File: src/rtl/irq_timer_ctrl_if.sv
// CPU write port, pixel/vblank strobes and timer/ack outputs of irq_timer_ctrl.
// master drives the write port and strobes; slave is the timer controller.
interface irq_timer_ctrl_if;
  logic        CLK_EN;
  logic        WR_EN;
  logic [1:0]  WR_SEL;
  logic [15:0] WR_DATA;
  logic        VBL_START;
  logic        TIMER_IRQ;
  logic        TIMER_IRQ_EN;
  logic        WR_ACK;
  logic [2:0]  ACK_BITS;
  logic [31:0] TIMER_CNT;

  modport master (
    output CLK_EN, WR_EN, WR_SEL, WR_DATA, VBL_START,
    input  TIMER_IRQ, TIMER_IRQ_EN, WR_ACK, ACK_BITS, TIMER_CNT
  );

  modport slave (
    input  CLK_EN, WR_EN, WR_SEL, WR_DATA, VBL_START,
    output TIMER_IRQ, TIMER_IRQ_EN, WR_ACK, ACK_BITS, TIMER_CNT
  );
endinterface

File: src/rtl/irq_timer_ctrl.sv
// Raster timer: 32-bit down-counter on CLK_EN with IRQ pulses, plus IRQ-ack strobe; writes act in 1 CLK, no backpressure.
// Optional TIMER_VBL_RELOAD_EN makes mode bit 6 (reload at VBL_START) functional.
module irq_timer_ctrl (
  input  logic              CLK,
  input  logic              RESET,
  irq_timer_ctrl_if.slave   bus
);

  typedef enum logic [1:0] {IDLE, RUN, HOLD} state_t;

  state_t      state_q, state_d;
  logic [3:0]  mode_q;        // {RLD_ZERO, RLD_VBL, RLD_WR, EN}
  logic [15:0] rld_hi_q;
  logic [15:0] rld_lo_q;
  logic [31:0] cnt_q, cnt_d;
  logic        irq_q, irq_d;
  logic        wr_ack_q;
  logic [2:0]  ack_bits_q;

  logic        wr_mode, wr_hi, wr_lo, wr_ackreg;
  logic        en_on, en_off;
  logic        ev_wr, ev_vbl;
  logic        at_zero, expire;
  logic [31:0] reload_val;

  assign wr_mode   = bus.WR_EN && (bus.WR_SEL == 2'd0);
  assign wr_hi     = bus.WR_EN && (bus.WR_SEL == 2'd1);
  assign wr_lo     = bus.WR_EN && (bus.WR_SEL == 2'd2);
  assign wr_ackreg = bus.WR_EN && (bus.WR_SEL == 2'd3);

  assign en_on  = wr_mode &&  bus.WR_DATA[4];
  assign en_off = wr_mode && !bus.WR_DATA[4];

  assign reload_val = {rld_hi_q, rld_lo_q};
  assign ev_wr      = wr_lo && mode_q[1];

`ifdef TIMER_VBL_RELOAD_EN
  assign ev_vbl = bus.VBL_START && mode_q[2];
`else
  logic vbl_unused;
  assign vbl_unused = bus.VBL_START;
  assign ev_vbl     = 1'b0;
`endif

  assign at_zero = (cnt_q == 32'd0);
  // A disabling mode write in the same cycle suppresses the expiry.
  assign expire  = (state_q == RUN) && bus.CLK_EN && at_zero && !en_off;

  always_comb begin
    state_d = state_q;
    cnt_d   = cnt_q;
    irq_d   = irq_q;
    if (bus.CLK_EN) irq_d = expire;
    case (state_q)
      IDLE: begin
        if (en_on) state_d = RUN;
      end
      RUN: begin
        if (ev_wr) begin
          cnt_d = {rld_hi_q, bus.WR_DATA};
        end else if (ev_vbl) begin
          cnt_d = reload_val;
        end else if (bus.CLK_EN) begin
          if (!at_zero)       cnt_d = cnt_q - 32'd1;
          else if (mode_q[3]) cnt_d = reload_val;
          else                state_d = HOLD;
        end
      end
      HOLD: begin
        if (ev_wr) begin
          cnt_d   = {rld_hi_q, bus.WR_DATA};
          state_d = RUN;
        end else if (ev_vbl) begin
          cnt_d   = reload_val;
          state_d = RUN;
        end
      end
      default: state_d = IDLE;
    endcase
    if (en_off) begin
      state_d = IDLE;
      cnt_d   = cnt_q;
    end
  end

  always_ff @(posedge CLK or posedge RESET) begin
    if (RESET) begin
      state_q <= IDLE;
      cnt_q   <= 32'd0;
      irq_q   <= 1'b0;
    end else begin
      state_q <= state_d;
      cnt_q   <= cnt_d;
      irq_q   <= irq_d;
    end
  end

  always_ff @(posedge CLK or posedge RESET) begin
    if (RESET) begin
      mode_q     <= 4'd0;
      rld_hi_q   <= 16'd0;
      rld_lo_q   <= 16'd0;
      wr_ack_q   <= 1'b1;
      ack_bits_q <= 3'd0;
    end else begin
      if (wr_mode) mode_q   <= bus.WR_DATA[7:4];
      if (wr_hi)   rld_hi_q <= bus.WR_DATA;
      if (wr_lo)   rld_lo_q <= bus.WR_DATA;
      if (wr_ackreg) ack_bits_q <= bus.WR_DATA[2:0];
      wr_ack_q <= !wr_ackreg;
    end
  end

  assign bus.TIMER_IRQ    = irq_q;
  assign bus.TIMER_IRQ_EN = mode_q[0];
  assign bus.WR_ACK       = wr_ack_q;
  assign bus.ACK_BITS     = ack_bits_q;
  assign bus.TIMER_CNT    = cnt_q;

endmodule

File: src/flat_wrapper.sv
// flat-port wrapper written by rule: the top's interface ports become plain ports
module irq_timer_ctrl_flat 
  (CLK, RESET, bus_CLK_EN, bus_WR_EN, bus_WR_SEL, bus_WR_DATA, bus_VBL_START, bus_TIMER_IRQ, bus_TIMER_IRQ_EN, bus_WR_ACK, bus_ACK_BITS, bus_TIMER_CNT);
  irq_timer_ctrl_if bus_i ();
  input  logic CLK;
  input  logic RESET;
  input wire logic [$bits(bus_i.CLK_EN)-1:0] bus_CLK_EN;
  input wire logic [$bits(bus_i.WR_EN)-1:0] bus_WR_EN;
  input wire logic [$bits(bus_i.WR_SEL)-1:0] bus_WR_SEL;
  input wire logic [$bits(bus_i.WR_DATA)-1:0] bus_WR_DATA;
  input wire logic [$bits(bus_i.VBL_START)-1:0] bus_VBL_START;
  output wire logic [$bits(bus_i.TIMER_IRQ)-1:0] bus_TIMER_IRQ;
  output wire logic [$bits(bus_i.TIMER_IRQ_EN)-1:0] bus_TIMER_IRQ_EN;
  output wire logic [$bits(bus_i.WR_ACK)-1:0] bus_WR_ACK;
  output wire logic [$bits(bus_i.ACK_BITS)-1:0] bus_ACK_BITS;
  output wire logic [$bits(bus_i.TIMER_CNT)-1:0] bus_TIMER_CNT;
  assign bus_i.CLK_EN = bus_CLK_EN;
  assign bus_i.WR_EN = bus_WR_EN;
  assign bus_i.WR_SEL = bus_WR_SEL;
  assign bus_i.WR_DATA = bus_WR_DATA;
  assign bus_i.VBL_START = bus_VBL_START;
  assign bus_TIMER_IRQ = bus_i.TIMER_IRQ;
  assign bus_TIMER_IRQ_EN = bus_i.TIMER_IRQ_EN;
  assign bus_WR_ACK = bus_i.WR_ACK;
  assign bus_ACK_BITS = bus_i.ACK_BITS;
  assign bus_TIMER_CNT = bus_i.TIMER_CNT;
  irq_timer_ctrl u_core (.CLK(CLK), .RESET(RESET), .bus(bus_i));
endmodule
File: config.mk
export PLATFORM = sky130hd
export DESIGN_NAME = irq_timer_ctrl_flat
export DESIGN_NICKNAME = d
export VERILOG_FILES = /design/src/rtl/irq_timer_ctrl_if.sv /design/src/rtl/irq_timer_ctrl.sv /design/src/flat_wrapper.sv
export SDC_FILE = /design/constraint.sdc
export NUM_CORES = 1
export LEC_CHECK = 0
export ABC_AREA = 1
export CORE_ASPECT_RATIO = 1.75
export CORE_MARGIN = 5
export CORE_UTILIZATION = 25
export CTS_CLUSTER_SIZE = 10
export DETAILED_ROUTE_END_ITERATION = 7
export PLACE_DENSITY = 0.4
export RECOVER_POWER = 50
export SLEW_MARGIN = 30
export SYNTH_ARGS = -nofsm -noshare
export SYNTH_HDL_FRONTEND = slang
export SYNTH_SLANG_ARGS = --single-unit
File: constraint.sdc
create_clock -name CLK -period 2.5 [get_ports CLK]
set_input_delay 0.5 -clock CLK [delete_from_list [all_inputs] [get_ports CLK]]
set_output_delay 0.5 -clock CLK [all_outputs]
set_load 0.01 [all_outputs]
==> flow_metrics.env <==
export IMPL_crit_top_cell="nand2_1"
export IMPL_grt_pass1_wl_um=26500
export IMPL_syn_to_final_growth_pct=28.5
export IMPL_finClkSkew_ns=0.00693
export IMPL_slew_headroom_pct=25.0
export IMPL_crit_chain="nor2_1 > nand2_1 > nor2_2 > nand2_1 > inv_1 > nand2_1 > nand2_1 > nand2_1 > nand2_1 > nand2_1 > nand2_1"
export IMPL_ys_flop_type="dfrtp_1"
export IMPL_die_area_mm2=0.0215
export IMPL_arrival_ns=2.44
export IMPL_finalCritPeriodShare_pct=86.3
export IMPL_synth_top_area_share_pct=39.4
export IMPL_cts_setup_buffers=0
export IMPL_synth_edff_count=0
export IMPL_yosys_area_top_type="dfrtp_1"
export IMPL_drc_errors=0
export IMPL_ys_warn_count=0
export IMPL_crit_family="simple AND/OR/NAND/NOR gates"
export IMPL_antenna_found_initial=0
export IMPL_route_detailed_wl_per_inst_um=16.3
export IMPL_io_buffers=59
export IMPL_gp_congestion=0.888
export IMPL_layout_min_cycle_time_ns=2.16
export IMPL_nFillCells=2036
export IMPL_syn_inst=715
export IMPL_grt_busiest_layer="met2"
export IMPL_crit_buf_inv=1
export IMPL_cts_sinks=74
export IMPL_htreeDepth=3
export IMPL_ant_nets=0
export IMPL_hold_viol=0
export IMPL_io_pins=61
export IMPL_fp_coreArea_mm2=0.0184
export IMPL_synth_area_mm2=0.00464
export IMPL_slowest_delay_ns=0.45
export IMPL_synth_simple_area_share_pct=43.6
export IMPL_fmax_mhz=464
export IMPL_routed_wl_um=17000
export IMPL_cts_hold_buf=0
export IMPL_rsz0062_at_grt="false"
export IMPL_drt_iter0_drc=232
export IMPL_grtUsageMet3_pct=2.48
export IMPL_synth_top_family_by_area="simple AND/OR/NAND/NOR gates"
export IMPL_grt_pass1_vias=4680
export IMPL_dp_hpwl_um=13300
export IMPL_setup_viol=0
export IMPL_muxShareOfSynthArea_pct=0
export IMPL_critical_path_class="flop to flop"
export IMPL_leakage_nw=2.99
export IMPL_vias_per_cell=4.45
export IMPL_clock_path_buffers=2
export IMPL_synth_area_per_cell_um2=6.49
export IMPL_initial_core_util_pct=25.2
export IMPL_cts_buffers=9
export IMPL_rows=66
export IMPL_ys_ff_latch=74
export IMPL_grt_max_degree=75
export IMPL_synth_compound_area_share_pct=5.64
export IMPL_use_met2_pct=30.0
export IMPL_cts_clk_slew_worst_paths_ns=0.06
export IMPL_drv_cap=0
export IMPL_die_h_um=190
export IMPL_grt_ovfl_total=0
export IMPL_root_buffer="clkbuf_16"
export IMPL_status="completed"
export IMPL_cts_tree="done"
export IMPL_finalNetCount=822
export IMPL_pwr_density_cell_mw_per_mm2=1060
export IMPL_cts_resized_gates=0
export IMPL_slew_viol_final=0
export IMPL_die_width_um=113
export IMPL_yosys_top_cells_area="dfrtp_1 (39%), nand2_1 (21%), nor2_1 (11%)"
export IMPL_finalHoldWorstSlack_ns=0.487
export IMPL_synth_adder_area_share_pct=0.540
export IMPL_vdd_ir_drop_max_uv=326
export IMPL_hold_class="flop to flop"
export IMPL_startpoint_type="flop"
export IMPL_critical_path_max_fanout=8
export IMPL_slowest_stage="dfrtp_1"
export IMPL_met1_usage_pct=18.5
export IMPL_synth_xor_area_share_pct=1.32
export IMPL_track_usage_pct=16.3
export IMPL_synthesis_nets=740
export IMPL_antennaDiodeCount=0
export IMPL_ys_types=29
export IMPL_drive_gt1_share_pct=8.73
export IMPL_tightest_slew_ns=1.13
export IMPL_endpoint_kind="flop"
export IMPL_yosysSeqAreaShare_pct=40.0
export IMPL_setup_tns_ns=0
export IMPL_crit_required_ns=2.79
export IMPL_async_flop_share_pct=100
export IMPL_insertion_delay_ns=0.35
export IMPL_routed_via_count=4623
export IMPL_drt_pass1_iterations=4
[sequential cells by signal, summed over array words and instances, names as in the netlist]
register,count
u_core.bus.ACK_BITS,3
u_core.bus.TIMER_IRQ,1
u_core.bus.WR_ACK,1
u_core.state_q,2
u_core.rld_lo_q,16
u_core.bus.TIMER_CNT,32
u_core.mode_q,3
u_core.rld_hi_q,16
[logic make-up (layout without fill, tap and decap cells)]
kind of cell / count (synthesis) / count (layout)
AO/OA/AOI/OAI: 49 / 49
XOR/XNOR: 7 / 7
adder cells (fa/ha/maj): 2 / 2
buffers and inverters: 99 / 186
flip-flops: 74 / 74
AND/OR/NAND/NOR: 484 / 484
[metrics by stage]
stage          util [%]  setup slack (ns)  area (um2)  std cells  total power, mW
2_1_floorplan         -             0.120        4640        715             3.58
3_3_place_gp       30.9             0.159        5680       1024             5.01
3_5_place_dp       30.9             0.116        5680       1024             5.02
4_1_cts            32.5             0.283        5990       1040             6.42
5_1_grt            32.4             0.115        5960       1040             6.82
6_report           32.4             0.343        5960       1040             6.30
[cell usage after synthesis, types with 2 or more instances]
master and instances:
nand3_1 58, clkbuf_1 8, buf_4 2, nand2_2 5, ha_1 2, o21a_1 2, xor2_1 6, inv_2 2
o21ai_0 45, nand3b_1 2, buf_2 3, buf_6 4, nor2_1 130, dfrtp_1 73, nand2_1 263, nor2_4 2
nand4_1 9, inv_1 78, nor2_2 11
[worst register-to-register path, delay by kind of cell, from the launching register on]
family        cells  cell delay, ns
buf+inv           1            0.18
simple gates     10            1.47
flops             1            0.45
[layout by cell type (no fill, tap or decap), drive strengths merged, types with 6 or more instances in the layout]
cell           netlist  final
nand2              269    269
clkdlybuf4s50        0     56
nand3               59     59
buf                 10     25
o21ai               46     46
dfrtp               73     73
inv                 81     81
clkbuf               8     15
nand4                9      9
nor2               144    144
xor2                 6      6
[path summary, 6_finish.rpt]
path                                                      startpoint                              endpoint  slack, ns  cells past startpoint
min in group asynchronous                                      RESET   u_core.bus.TIMER_CNT[3]$_DFFE_PP0P_       1.00                      3
worst max-delay path            u_core.bus.TIMER_CNT[15]$_DFFE_PP0P_  u_core.bus.TIMER_CNT[18]$_DFFE_PP0P_       0.34                     11
worst min-delay path                  u_core.rld_lo_q[5]$_DFFE_PP0P_        u_core.rld_lo_q[5]$_DFFE_PP0P_       0.49                      2
worst min register to register        u_core.rld_lo_q[5]$_DFFE_PP0P_        u_core.rld_lo_q[5]$_DFFE_PP0P_       0.49                      2
max in group asynchronous                                      RESET  u_core.bus.TIMER_CNT[29]$_DFFE_PP0P_       0.76                      3
worst max register to register  u_core.bus.TIMER_CNT[15]$_DFFE_PP0P_  u_core.bus.TIMER_CNT[18]$_DFFE_PP0P_       0.34                     11
[where the power goes]
part / switching (mW) / internal (mW)
combinational: 1.82 / 1.23
sequential: 0.380 / 1.52
clock: 0.551 / 0.802
total: 2.75 / 3.55
[area by class of cell]
class / count / area, um2 / share of cell area [%]
Clock buffer: 10 / 239 / 4.01
Clock inverter: 6 / 65.1 / 1.09
Inverter: 81 / 308 / 5.17
Multi-Input combinational cell: 542 / 2370 / 39.7
Timing Repair Buffer: 89 / 828 / 13.9
Sequential cell: 74 / 1850 / 31.1
Tap cell: 238 / 298 / 5.00
[routing by layer]
metal | share of wire (%) | up-vias
met1 | 41 | 2154
met5 | 0 | -
li1 | - | 2367
met3 | 2.5 | 27
met2 | 54 | 75
met4 | 2.9 | 0
No activity file was read; power rests on OpenSTA's default activity.
